===== src/rtl/ccc_seq_pkg.sv =====
// Shared state encoding and APB widths for the FCCC/PLL sequencer.
package ccc_seq_pkg;

    localparam int CCC_APB_AW = 6;
    localparam int CCC_APB_DW = 8;
    localparam int RETRY_W    = 4;

    typedef enum logic [2:0] {
        ST_OFF,
        ST_RST_HOLD,
        ST_WAIT_LOCK,
        ST_LOCKED,
        ST_APB_SETUP,
        ST_APB_ACCESS,
        ST_FAULT
    } seq_state_t;

endpackage


===== src/rtl/ccc_lock_filter.sv =====
// LOCK synchronizer with consecutive-high and consecutive-low qualifiers.
module ccc_lock_filter
    import ccc_seq_pkg::*;
#(
    parameter int LOCK_FILTER = 256,
    parameter int LOSS_FILTER = 4,
    parameter int CNT_W       = 16
) (
    input  logic clk,
    input  logic rst,
    input  logic lock,
    input  logic restart,
    output logic lock_ok,
    output logic lock_loss
);

    localparam logic [CNT_W-1:0] HI_LAST = CNT_W'(LOCK_FILTER - 1);
    localparam logic [CNT_W-1:0] LO_LAST = CNT_W'(LOSS_FILTER - 1);
    localparam logic [CNT_W-1:0] ONE     = CNT_W'(1);

    logic             lock_m;
    logic             lock_s;
    logic [CNT_W-1:0] hi_cnt;
    logic [CNT_W-1:0] lo_cnt;

    always_ff @(posedge clk or posedge rst) begin
        if (rst) begin
            lock_m <= 1'b0;
            lock_s <= 1'b0;
        end else begin
            lock_m <= lock;
            lock_s <= lock_m;
        end
    end

    // Counters saturate one short of the target; the qualifying cycle
    // itself completes the run so the FSM can act on the same edge.
    always_ff @(posedge clk or posedge rst) begin
        if (rst) begin
            hi_cnt <= '0;
            lo_cnt <= '0;
        end else if (restart) begin
            hi_cnt <= '0;
            lo_cnt <= '0;
        end else if (lock_s) begin
            lo_cnt <= '0;
            if (hi_cnt != HI_LAST) hi_cnt <= hi_cnt + ONE;
        end else begin
            hi_cnt <= '0;
            if (lo_cnt != LO_LAST) lo_cnt <= lo_cnt + ONE;
        end
    end

    assign lock_ok   = lock_s && (hi_cnt == HI_LAST);
    assign lock_loss = !lock_s && (lo_cnt == LO_LAST);

endmodule


===== src/rtl/ccc_pll_sequencer.sv =====
// FCCC/PLL power-up, lock qualification, retry and APB reconfiguration.
module ccc_pll_sequencer
    import ccc_seq_pkg::*;
#(
    parameter int RST_CYCLES   = 64,
    parameter int LOCK_FILTER  = 256,
    parameter int LOSS_FILTER  = 4,
    parameter int LOCK_TIMEOUT = 65535,
    parameter int MAX_RETRY    = 3,
    parameter int CNT_W        = 16
) (
    input  logic                  CLK,
    input  logic                  RESET,
    input  logic                  ENABLE,
    input  logic                  LOCK,
    input  logic                  BUSY,
    output logic                  PLL_ARST_N,
    output logic                  PLL_POWERDOWN_N,
    output logic                  PSEL,
    output logic                  PENABLE,
    output logic                  PWRITE,
    output logic [CCC_APB_AW-1:0] PADDR,
    output logic [CCC_APB_DW-1:0] PWDATA,
    input  logic                  CFG_REQ,
    input  logic [CCC_APB_AW-1:0] CFG_ADDR,
    input  logic [CCC_APB_DW-1:0] CFG_DATA,
    input  logic                  CFG_RELOCK,
    output logic                  CFG_ACK,
    input  logic                  CLR_STATUS,
    output logic                  PLL_READY,
    output logic                  LOCK_LOST,
    output logic                  FAULT,
    output logic [RETRY_W-1:0]    RETRY_CNT
);

    localparam logic [CNT_W-1:0]   RST_LAST = CNT_W'(RST_CYCLES - 1);
    localparam logic [CNT_W-1:0]   TO_LAST  = CNT_W'(LOCK_TIMEOUT - 1);
    localparam logic [CNT_W-1:0]   ONE      = CNT_W'(1);
    localparam logic [RETRY_W-1:0] RETRY_MX = RETRY_W'(MAX_RETRY);

    seq_state_t       state;
    seq_state_t       ret_state;
    logic [CNT_W-1:0] timer;
    logic             relock_q;
    logic             restart;
    logic             lock_ok;
    logic             lock_loss;
    logic             in_apb;
    logic             accept;

    assign restart = !(state == ST_WAIT_LOCK || state == ST_LOCKED);
    assign in_apb  = (state == ST_APB_SETUP) || (state == ST_APB_ACCESS);

    // The ACK cycle is excluded so a still-high request is not taken twice.
    assign accept = CFG_REQ && !CFG_ACK &&
                    ((state == ST_OFF) ||
                     (ENABLE && ((state == ST_FAULT) ||
                                 (state == ST_LOCKED && !lock_loss))));

    ccc_lock_filter #(
        .LOCK_FILTER (LOCK_FILTER),
        .LOSS_FILTER (LOSS_FILTER),
        .CNT_W       (CNT_W)
    ) u_filter (
        .clk       (CLK),
        .rst       (RESET),
        .lock      (LOCK),
        .restart   (restart),
        .lock_ok   (lock_ok),
        .lock_loss (lock_loss)
    );

    always_ff @(posedge CLK or posedge RESET) begin
        if (RESET) begin
            state           <= ST_OFF;
            ret_state       <= ST_OFF;
            timer           <= '0;
            relock_q        <= 1'b0;
            PLL_ARST_N      <= 1'b0;
            PLL_POWERDOWN_N <= 1'b0;
            PSEL            <= 1'b0;
            PENABLE         <= 1'b0;
            PWRITE          <= 1'b0;
            PADDR           <= '0;
            PWDATA          <= '0;
            CFG_ACK         <= 1'b0;
            PLL_READY       <= 1'b0;
            LOCK_LOST       <= 1'b0;
            FAULT           <= 1'b0;
            RETRY_CNT       <= '0;
        end else begin
            CFG_ACK <= 1'b0;
            if (CLR_STATUS) LOCK_LOST <= 1'b0;
            if (accept) begin
                ret_state <= state;
                relock_q  <= CFG_RELOCK;
                PADDR     <= CFG_ADDR;
                PWDATA    <= CFG_DATA;
                PSEL      <= 1'b1;
                PWRITE    <= 1'b1;
                PENABLE   <= 1'b0;
                state     <= ST_APB_SETUP;
            end else if (!ENABLE && !in_apb) begin
                state           <= ST_OFF;
                timer           <= '0;
                PLL_ARST_N      <= 1'b0;
                PLL_POWERDOWN_N <= 1'b0;
                PLL_READY       <= 1'b0;
                FAULT           <= 1'b0;
                RETRY_CNT       <= '0;
            end else begin
                unique case (state)
                    ST_OFF: begin
                        state           <= ST_RST_HOLD;
                        timer           <= '0;
                        PLL_ARST_N      <= 1'b0;
                        PLL_POWERDOWN_N <= 1'b1;
                    end
                    ST_RST_HOLD: begin
                        if (timer == RST_LAST) begin
                            state      <= ST_WAIT_LOCK;
                            timer      <= '0;
                            PLL_ARST_N <= 1'b1;
                        end else begin
                            timer <= timer + ONE;
                        end
                    end
                    ST_WAIT_LOCK: begin
                        if (lock_ok) begin
                            state     <= ST_LOCKED;
                            PLL_READY <= 1'b1;
                            RETRY_CNT <= '0;
                        end else if (timer == TO_LAST) begin
                            timer      <= '0;
                            PLL_ARST_N <= 1'b0;
                            if (RETRY_CNT == RETRY_MX) begin
                                state <= ST_FAULT;
                                FAULT <= 1'b1;
                            end else begin
                                state     <= ST_RST_HOLD;
                                RETRY_CNT <= RETRY_CNT + 1'b1;
                            end
                        end else begin
                            timer <= timer + ONE;
                        end
                    end
                    ST_LOCKED: begin
                        if (lock_loss) begin
                            state      <= ST_RST_HOLD;
                            timer      <= '0;
                            PLL_ARST_N <= 1'b0;
                            PLL_READY  <= 1'b0;
                            LOCK_LOST  <= 1'b1;
                        end
                    end
                    ST_APB_SETUP: begin
                        PENABLE <= 1'b1;
                        state   <= ST_APB_ACCESS;
                    end
                    ST_APB_ACCESS: begin
                        if (!BUSY) begin
                            PSEL    <= 1'b0;
                            PENABLE <= 1'b0;
                            PWRITE  <= 1'b0;
                            CFG_ACK <= 1'b1;
                            timer   <= '0;
                            if (!ENABLE) begin
                                state           <= ST_OFF;
                                PLL_ARST_N      <= 1'b0;
                                PLL_POWERDOWN_N <= 1'b0;
                                PLL_READY       <= 1'b0;
                                FAULT           <= 1'b0;
                                RETRY_CNT       <= '0;
                            end else if (relock_q) begin
                                state           <= ST_RST_HOLD;
                                PLL_ARST_N      <= 1'b0;
                                PLL_POWERDOWN_N <= 1'b1;
                                PLL_READY       <= 1'b0;
                                FAULT           <= 1'b0;
                                RETRY_CNT       <= '0;
                            end else begin
                                state <= ret_state;
                            end
                        end
                    end
                    ST_FAULT: begin
                        state <= ST_FAULT;
                    end
                    default: state <= ST_OFF;
                endcase
            end
        end
    end

endmodule

===== config.mk =====
export PLATFORM = sky130hd
export DESIGN_NAME = ccc_pll_sequencer
export DESIGN_NICKNAME = d
export VERILOG_FILES = /design/src/rtl/ccc_seq_pkg.sv /design/src/rtl/ccc_lock_filter.sv /design/src/rtl/ccc_pll_sequencer.sv
export SDC_FILE = /design/constraint.sdc
export NUM_CORES = 1
export LEC_CHECK = 0
export BUFFER_PORTS_ARGS = -buffer_cell sky130_fd_sc_hd__buf_2
export CAP_MARGIN = 40
export CORE_MARGIN = 1
export CORE_UTILIZATION = 55
export CTS_CLUSTER_SIZE = 20
export DETAILED_ROUTE_END_ITERATION = 7
export PLACE_DENSITY = 0.86
export SYNTH_ARGS = -nofsm -noshare
export SYNTH_HDL_FRONTEND = slang
export SYNTH_SLANG_ARGS = --single-unit

===== constraint.sdc =====
create_clock -name CLK -period 3.6 [get_ports CLK]
set_input_delay 0.72 -clock CLK [delete_from_list [all_inputs] [get_ports CLK]]
set_output_delay 0.72 -clock CLK [all_outputs]
set_load 0.005 [all_outputs]

==> results.sh, run 1 <==
export IMPL_grt_pass1_vias=3395
export IMPL_grt_max_degree=33
export IMPL_hold_viol=0
export IMPL_synth_area_per_cell_um2=9.77
export IMPL_drt_pre_antenna_iters=4
export IMPL_clk_latency_ns=0.37
export IMPL_grtUsageTotal_pct=23.6
export IMPL_ios=49
export IMPL_clock_path_buffers=2
export IMPL_power_density_nw_per_um2=622
export IMPL_rr_worst_depth=8
export IMPL_die_h_um=91.3
export IMPL_place_congestion=0.954
export IMPL_drive_gt1_share_pct=20.6
export IMPL_synth_ff_type="dfrtp_1"
export IMPL_fin_worst_skew_ns=0.00996
export IMPL_synth_edf_count=0
export IMPL_drc=0
export IMPL_syn_nets=476
export IMPL_seq_area_um2=2080
export IMPL_ys_seq_elements=83
export IMPL_status="complete, no violations"
export IMPL_final_max_slew_viol_count=0
export IMPL_cts_made_buffers=9
export IMPL_drv_cap=0
export IMPL_crit_chain="ha_1, and4_1, nand4_1, buf_4, o22ai_1, a2111o_1, or3_1, o21ai_1"
export IMPL_root_buffer="clkbuf_8"
export IMPL_fillers=601
export IMPL_die_width_um=91.3
export IMPL_critPathSlowestCell="a2111o_1"
export IMPL_crit_buf_inv=1
export IMPL_yosysUniqueCellTypes=62
export IMPL_required_ns=3.89
export IMPL_rows=32
export IMPL_antenna_found_initial=0
export IMPL_finalPower_mw=3.09
export IMPL_path_class="reg -> reg"
export IMPL_critPathLaunchType="register"
export IMPL_tightest_slew_ns=0.783
export IMPL_num_antenna_cells=0
export IMPL_coreArea_um2=7730
export IMPL_start_util_pct=56.8
export IMPL_layout_cells_most_common_list="dfrtp_1, buf_2, nor2_1"
export IMPL_dr_first_iter_drc_count=238
export IMPL_hold_class="in -> async"
export IMPL_nets=523
export IMPL_path_clk_slew_ns=0.09
export IMPL_finalSetupViolCount=0
export IMPL_slew_headroom_pct=47.1
export IMPL_dp_hpwl_um=6430
export IMPL_cts_tree="yes"
export IMPL_postCtsSetupBuffers=0
export IMPL_syn_area_um2=4390
export IMPL_postCtsResizedCells=0
export IMPL_area_delta_synth_final_pct=13.3
export IMPL_cp_max_fo=16
export IMPL_cpPeakStageDelay_ns=0.65
export IMPL_dieArea_um2=8340
export IMPL_overflow=0
export IMPL_antenna_left=0
export IMPL_viasPerCell=5.87
export IMPL_multi_input_area_um2=2200
export IMPL_crit_family="compound AO/OA/AOI/OAI gates"
export IMPL_rsz0062_at_grt="false"
export IMPL_drt_total_wl_um=9270
export IMPL_yosys_warnings=0
export IMPL_htreeDepth=3
export IMPL_synthCells=449
export IMPL_final_common_cell="dfrtp_1"
export IMPL_vias=3538
export IMPL_finalCritPeriodShare_pct=72.5
export IMPL_seq_area_frac_synth_pct=47.3
export IMPL_peakVddDrop_mv=0.390
export IMPL_min_period_ns=2.61
export IMPL_max_freq_mhz=383
export IMPL_ys_async_sr_fraction_pct=100
export IMPL_crit_path_end_kind="register"
export IMPL_postCtsHoldBufs=0
export IMPL_crit_cells=8
export IMPL_grt_pass1_wl_um=15700
export IMPL_port_buffers=48
export IMPL_worst_ep_arrival_time_ns=2.90
export IMPL_fin_setup_tns_ns=0
export IMPL_cts_sinks=83
export IMPL_p_leak_nw=2.24
export IMPL_wl_per_cell_um=15.4
sequential cells by signal, indices dropped and copies added, names as in the netlist:
signal           cells
u_filter.lock_m      1
state                3
u_filter.lock_s      1
PADDR                6
CFG_ACK              1
u_filter.hi_cnt     16
timer               16
PLL_READY            1
ret_state            3
relock_q             1
PLL_ARST_N           1
PWDATA               8
u_filter.lo_cnt     16
LOCK_LOST            1
PWRITE               1
FAULT                1
PENABLE              1
PLL_POWERDOWN_N      1
RETRY_CNT            4
logic make-up (layout without fill, tap and decap cells):
logic type / after synthesis / count (layout) / synth area share [%]
buffers and inverters: 27 / 79 / 2.62
muxes: 20 / 20 / 5.08
and+or+nand+nor: 206 / 206 / 26.5
DFF: 83 / 83 / 47.3
AOI/OAI and AO/OA: 85 / 85 / 12.4
adders and majority gates: 5 / 5 / 1.43
xor gates and xnor gates: 23 / 23 / 4.59
worst paths after layout:
path	from	end	slack, ns
worst max register to register	u_filter.hi_cnt[0]	timer[11]	0.99
worst min register to register	u_filter.lock_m	u_filter.lock_s	0.38
worst max-delay path	u_filter.hi_cnt[0]	timer[11]	0.99
max in group asynchronous	RESET	PWRITE	2.47
worst min-delay path	RESET	state[2]	0.36
min in group CLK	u_filter.lock_m	u_filter.lock_s	0.38
cell usage after synthesis (all sizes together), types with 3 or more instances:
cell,count,share of area [%]
dfrtp,83,47
nor2,45,3.9
nand2,39,3.3
o21ai,27,3.1
a21oi,26,3.0
nand3,25,3.0
and3,21,3.0
mux2,18,4.6
xor2,13,2.6
inv,11,0.94
nand4,11,1.9
nor2b,10,1.6
xnor2,10,2.0
nor4,9,2.1
buf,8,1.0
clkbuf,8,0.68
nor3,8,0.91
or3,7,1.0
and2,6,0.86
nand2b,6,0.86
o31ai,6,1.3
a21o,5,0.86
ha,5,1.4
and4,3,0.60
nand4b,3,0.60
nor3b,3,0.74
nor4b,3,0.94
o211ai,3,0.63
o22ai,3,0.43
area by class of cell:
| cell class | count | share of cell area, % |
|---|---|---|
| sequential | 83 | 41.8 |
| tap | 102 | 2.57 |
| multi-input combinational | 339 | 44.2 |
| timing repair buffer | 52 | 5.51 |
| inverter | 11 | 0.856 |
| clock inverter | 7 | 2.52 |
| clock buffer | 9 | 2.49 |
layer usage:
layer	vias to the layer above	GRT usage, %	share of wire, %
met1	1729	30.5	44
met2	85	38.6	50
li1	1711	-	-
met5	-	0	0
met3	13	5.95	4.9
met4	0	8.20	1.2
power by group:
group          switching, mW  total [mW]  internal [mW]  leakage [nW]
clock                  0.354       0.821          0.466         0.124
sequential             0.166        1.27           1.10          1.10
combinational          0.562        1.00          0.441          1.01
per-stage QoR:
| step | setup WS, ns | util (%) | cells | hold slack, ns | cell area [um2] |
|---|---|---|---|---|---|
| floorplan | 0.743 | - | 449 | 0.331 | 4390 |
| global placement | 0.919 | 60.9 | 586 | 0.368 | 4710 |
| detailed placement | 0.801 | 61.1 | 587 | 0.335 | 4720 |
| CTS | 0.996 | 64.3 | 603 | 0.377 | 4970 |
| global route | 0.774 | 64.3 | 603 | 0.397 | 4970 |
| finish | 0.989 | 64.3 | 603 | 0.364 | 4970 |
No activity file was read; power rests on OpenSTA's default activity.
==> inputs of run 2 (changes only) <==
--- a/config.mk
+++ b/config.mk
@@ -8,7 +8,7 @@
 export BUFFER_PORTS_ARGS = -buffer_cell sky130_fd_sc_hd__buf_2
 export CAP_MARGIN = 40
 export CORE_MARGIN = 1
-export CORE_UTILIZATION = 55
+export CORE_UTILIZATION = 53
 export CTS_CLUSTER_SIZE = 20
 export DETAILED_ROUTE_END_ITERATION = 7
 export PLACE_DENSITY = 0.86
==> constraint.sdc (replaced) <==
create_clock -name CLK -period 2.4 [get_ports CLK]
set_input_delay 0.48 -clock CLK [delete_from_list [all_inputs] [get_ports CLK]]
set_output_delay 0.48 -clock CLK [all_outputs]
set_load 0.005 [all_outputs]
==> results.sh, run 2 (same netlist as run 1, synthesis figures left out) <==
export IMPL_grtUsageTotal_pct=24.8
export IMPL_tightest_slew_ns=0.714
export IMPL_finalPower_mw=4.93
export IMPL_antenna_found_initial=0
export IMPL_clk_latency_ns=0.36
export IMPL_wl_per_cell_um=15.7
export IMPL_die_width_um=93.0
export IMPL_dr_first_iter_drc_count=211
export IMPL_fin_setup_tns_ns=0
export IMPL_port_buffers=48
export IMPL_path_class="reg -> reg"
export IMPL_grt_pass1_vias=3580
export IMPL_status="complete, no violations"
export IMPL_cpPeakStageDelay_ns=0.59
export IMPL_min_period_ns=2.26
export IMPL_dp_hpwl_um=7100
export IMPL_antenna_left=0
export IMPL_crit_family="simple AND/OR/NAND/NOR gates"
export IMPL_drv_cap=0
export IMPL_fin_worst_skew_ns=0.00840
export IMPL_holdWs_ns=0.189
export IMPL_cts_made_buffers=9
export IMPL_die_h_um=93.0
export IMPL_cts_sinks=83
export IMPL_viasPerCell=5.95
export IMPL_critPathSlowestCell="a2111o_2"
export IMPL_drt_pre_antenna_iters=5
export IMPL_dp_cells=609
export IMPL_drive_gt1_share_pct=25.1
export IMPL_final_max_slew_viol_count=0
export IMPL_peakVddDrop_mv=0.635
export IMPL_finalCritPeriodShare_pct=94.4
export IMPL_drt_total_wl_um=9860
export IMPL_cp_max_fo=11
export IMPL_area_delta_synth_final_pct=18.3
export IMPL_htreeDepth=3
export IMPL_crit_buf_inv=1
export IMPL_ios=49
export IMPL_path_clk_slew_ns=0.09
export IMPL_nets=547
export IMPL_clock_path_buffers=2
export IMPL_grt_pass1_wl_um=16800
export IMPL_power_density_nw_per_um2=951
export IMPL_place_congestion=1.01
export IMPL_grt_max_degree=37
export IMPL_crit_chain="buf_4, nor2b_1, and2_1, o31ai_4, a2111o_2, or3_1, nand3_1"
export IMPL_root_buffer="clkbuf_8"
export IMPL_p_leak_nw=2.35
export IMPL_postCtsHoldBufs=0
export IMPL_required_ns=2.70
export IMPL_hold_class="in -> async"
export IMPL_crit_path_end_kind="register"
export IMPL_cts_tree="yes"
export IMPL_rows=32
export IMPL_pre_cts_ws_ns=0.0700
export IMPL_final_common_cell="dfrtp_1"
export IMPL_num_antenna_cells=0
export IMPL_setup_slack_ns=0.135
export IMPL_drc=0
export IMPL_dieArea_um2=8640
export IMPL_overflow=0
export IMPL_start_util_pct=55.9
export IMPL_max_freq_mhz=442
export IMPL_finalNonFillerCells=627
export IMPL_vias=3733
export IMPL_finalSetupViolCount=0
export IMPL_layout_cells_most_common_list="dfrtp_1, buf_2, nor2_1"
export IMPL_worst_ep_arrival_time_ns=2.56
export IMPL_critPathLaunchType="register"
export IMPL_fillers=597
export IMPL_slew_headroom_pct=51.8
export IMPL_reg_top3="timer x16, u_filter.hi_cnt x16, u_filter.lo_cnt x16"
export IMPL_hold_viol=0
export IMPL_coreArea_um2=7850
run 2: worst paths after layout:
check,start,to,slack [ns],cells past startpoint
setup reg to reg,state[2],timer[15],0.14,7
setup / recovery,state[2],timer[15],0.14,7
max in group asynchronous,RESET,timer[4],1.52,3
hold reg to reg,u_filter.lock_m,u_filter.lock_s,0.37,0
hold / removal,RESET,LOCK_LOST,0.19,2
min in group CLK,LOCK,u_filter.lock_m,0.22,1
run 2: repair_timing:
item | CTS | global route
endpoints found under the setup margin | 0 | 14
resized for setup | 0 | 5
buffers inserted | 0 | 2
endpoints found under the hold margin | 0 | 0
run 2: area by class of cell:
type	count	area (um2)	area share, %
multi-input cells	339	2220	42.7
flip-flops and latches	83	2080	40.0
repair buffers	76	463	8.92
clock buffers	11	151	2.92
well taps	102	128	2.46
clock inverters	5	108	2.07
inverters	11	45.0	0.868
run 2: routing by layer:
metal  GRT usage [%]  vias to the layer above  wire [um]
met4            8.21                        0        170
met5               0                        -          0
li1                -                     1759          -
met1            31.6                     1828       4140
met3            6.50                       21        506
met2            41.1                      125       5050
run 2: through the flow:
stage	utilization (%)	instance area [um2]
floorplan	-	4390
global placement	62.4	4900
detailed placement	62.4	4900
CTS	65.7	5150
global route	66.1	5190
finish	66.1	5190
run 2: worst reg2reg max path, cell delays in order, from the launching register on:
cell	delay, ns
dfrtp_1	0.43
buf_4	0.18
nor2b_1	0.21
and2_1	0.24
o31ai_4	0.09
a2111o_2	0.59
or3_1	0.37
nand3_1	0.08
run 2: report_power, final:
| group | internal [mW] | switching (mW) |
|---|---|---|
| clock | 0.754 | 0.521 |
| sequential | 1.66 | 0.202 |
| combinational | 0.838 | 0.964 |
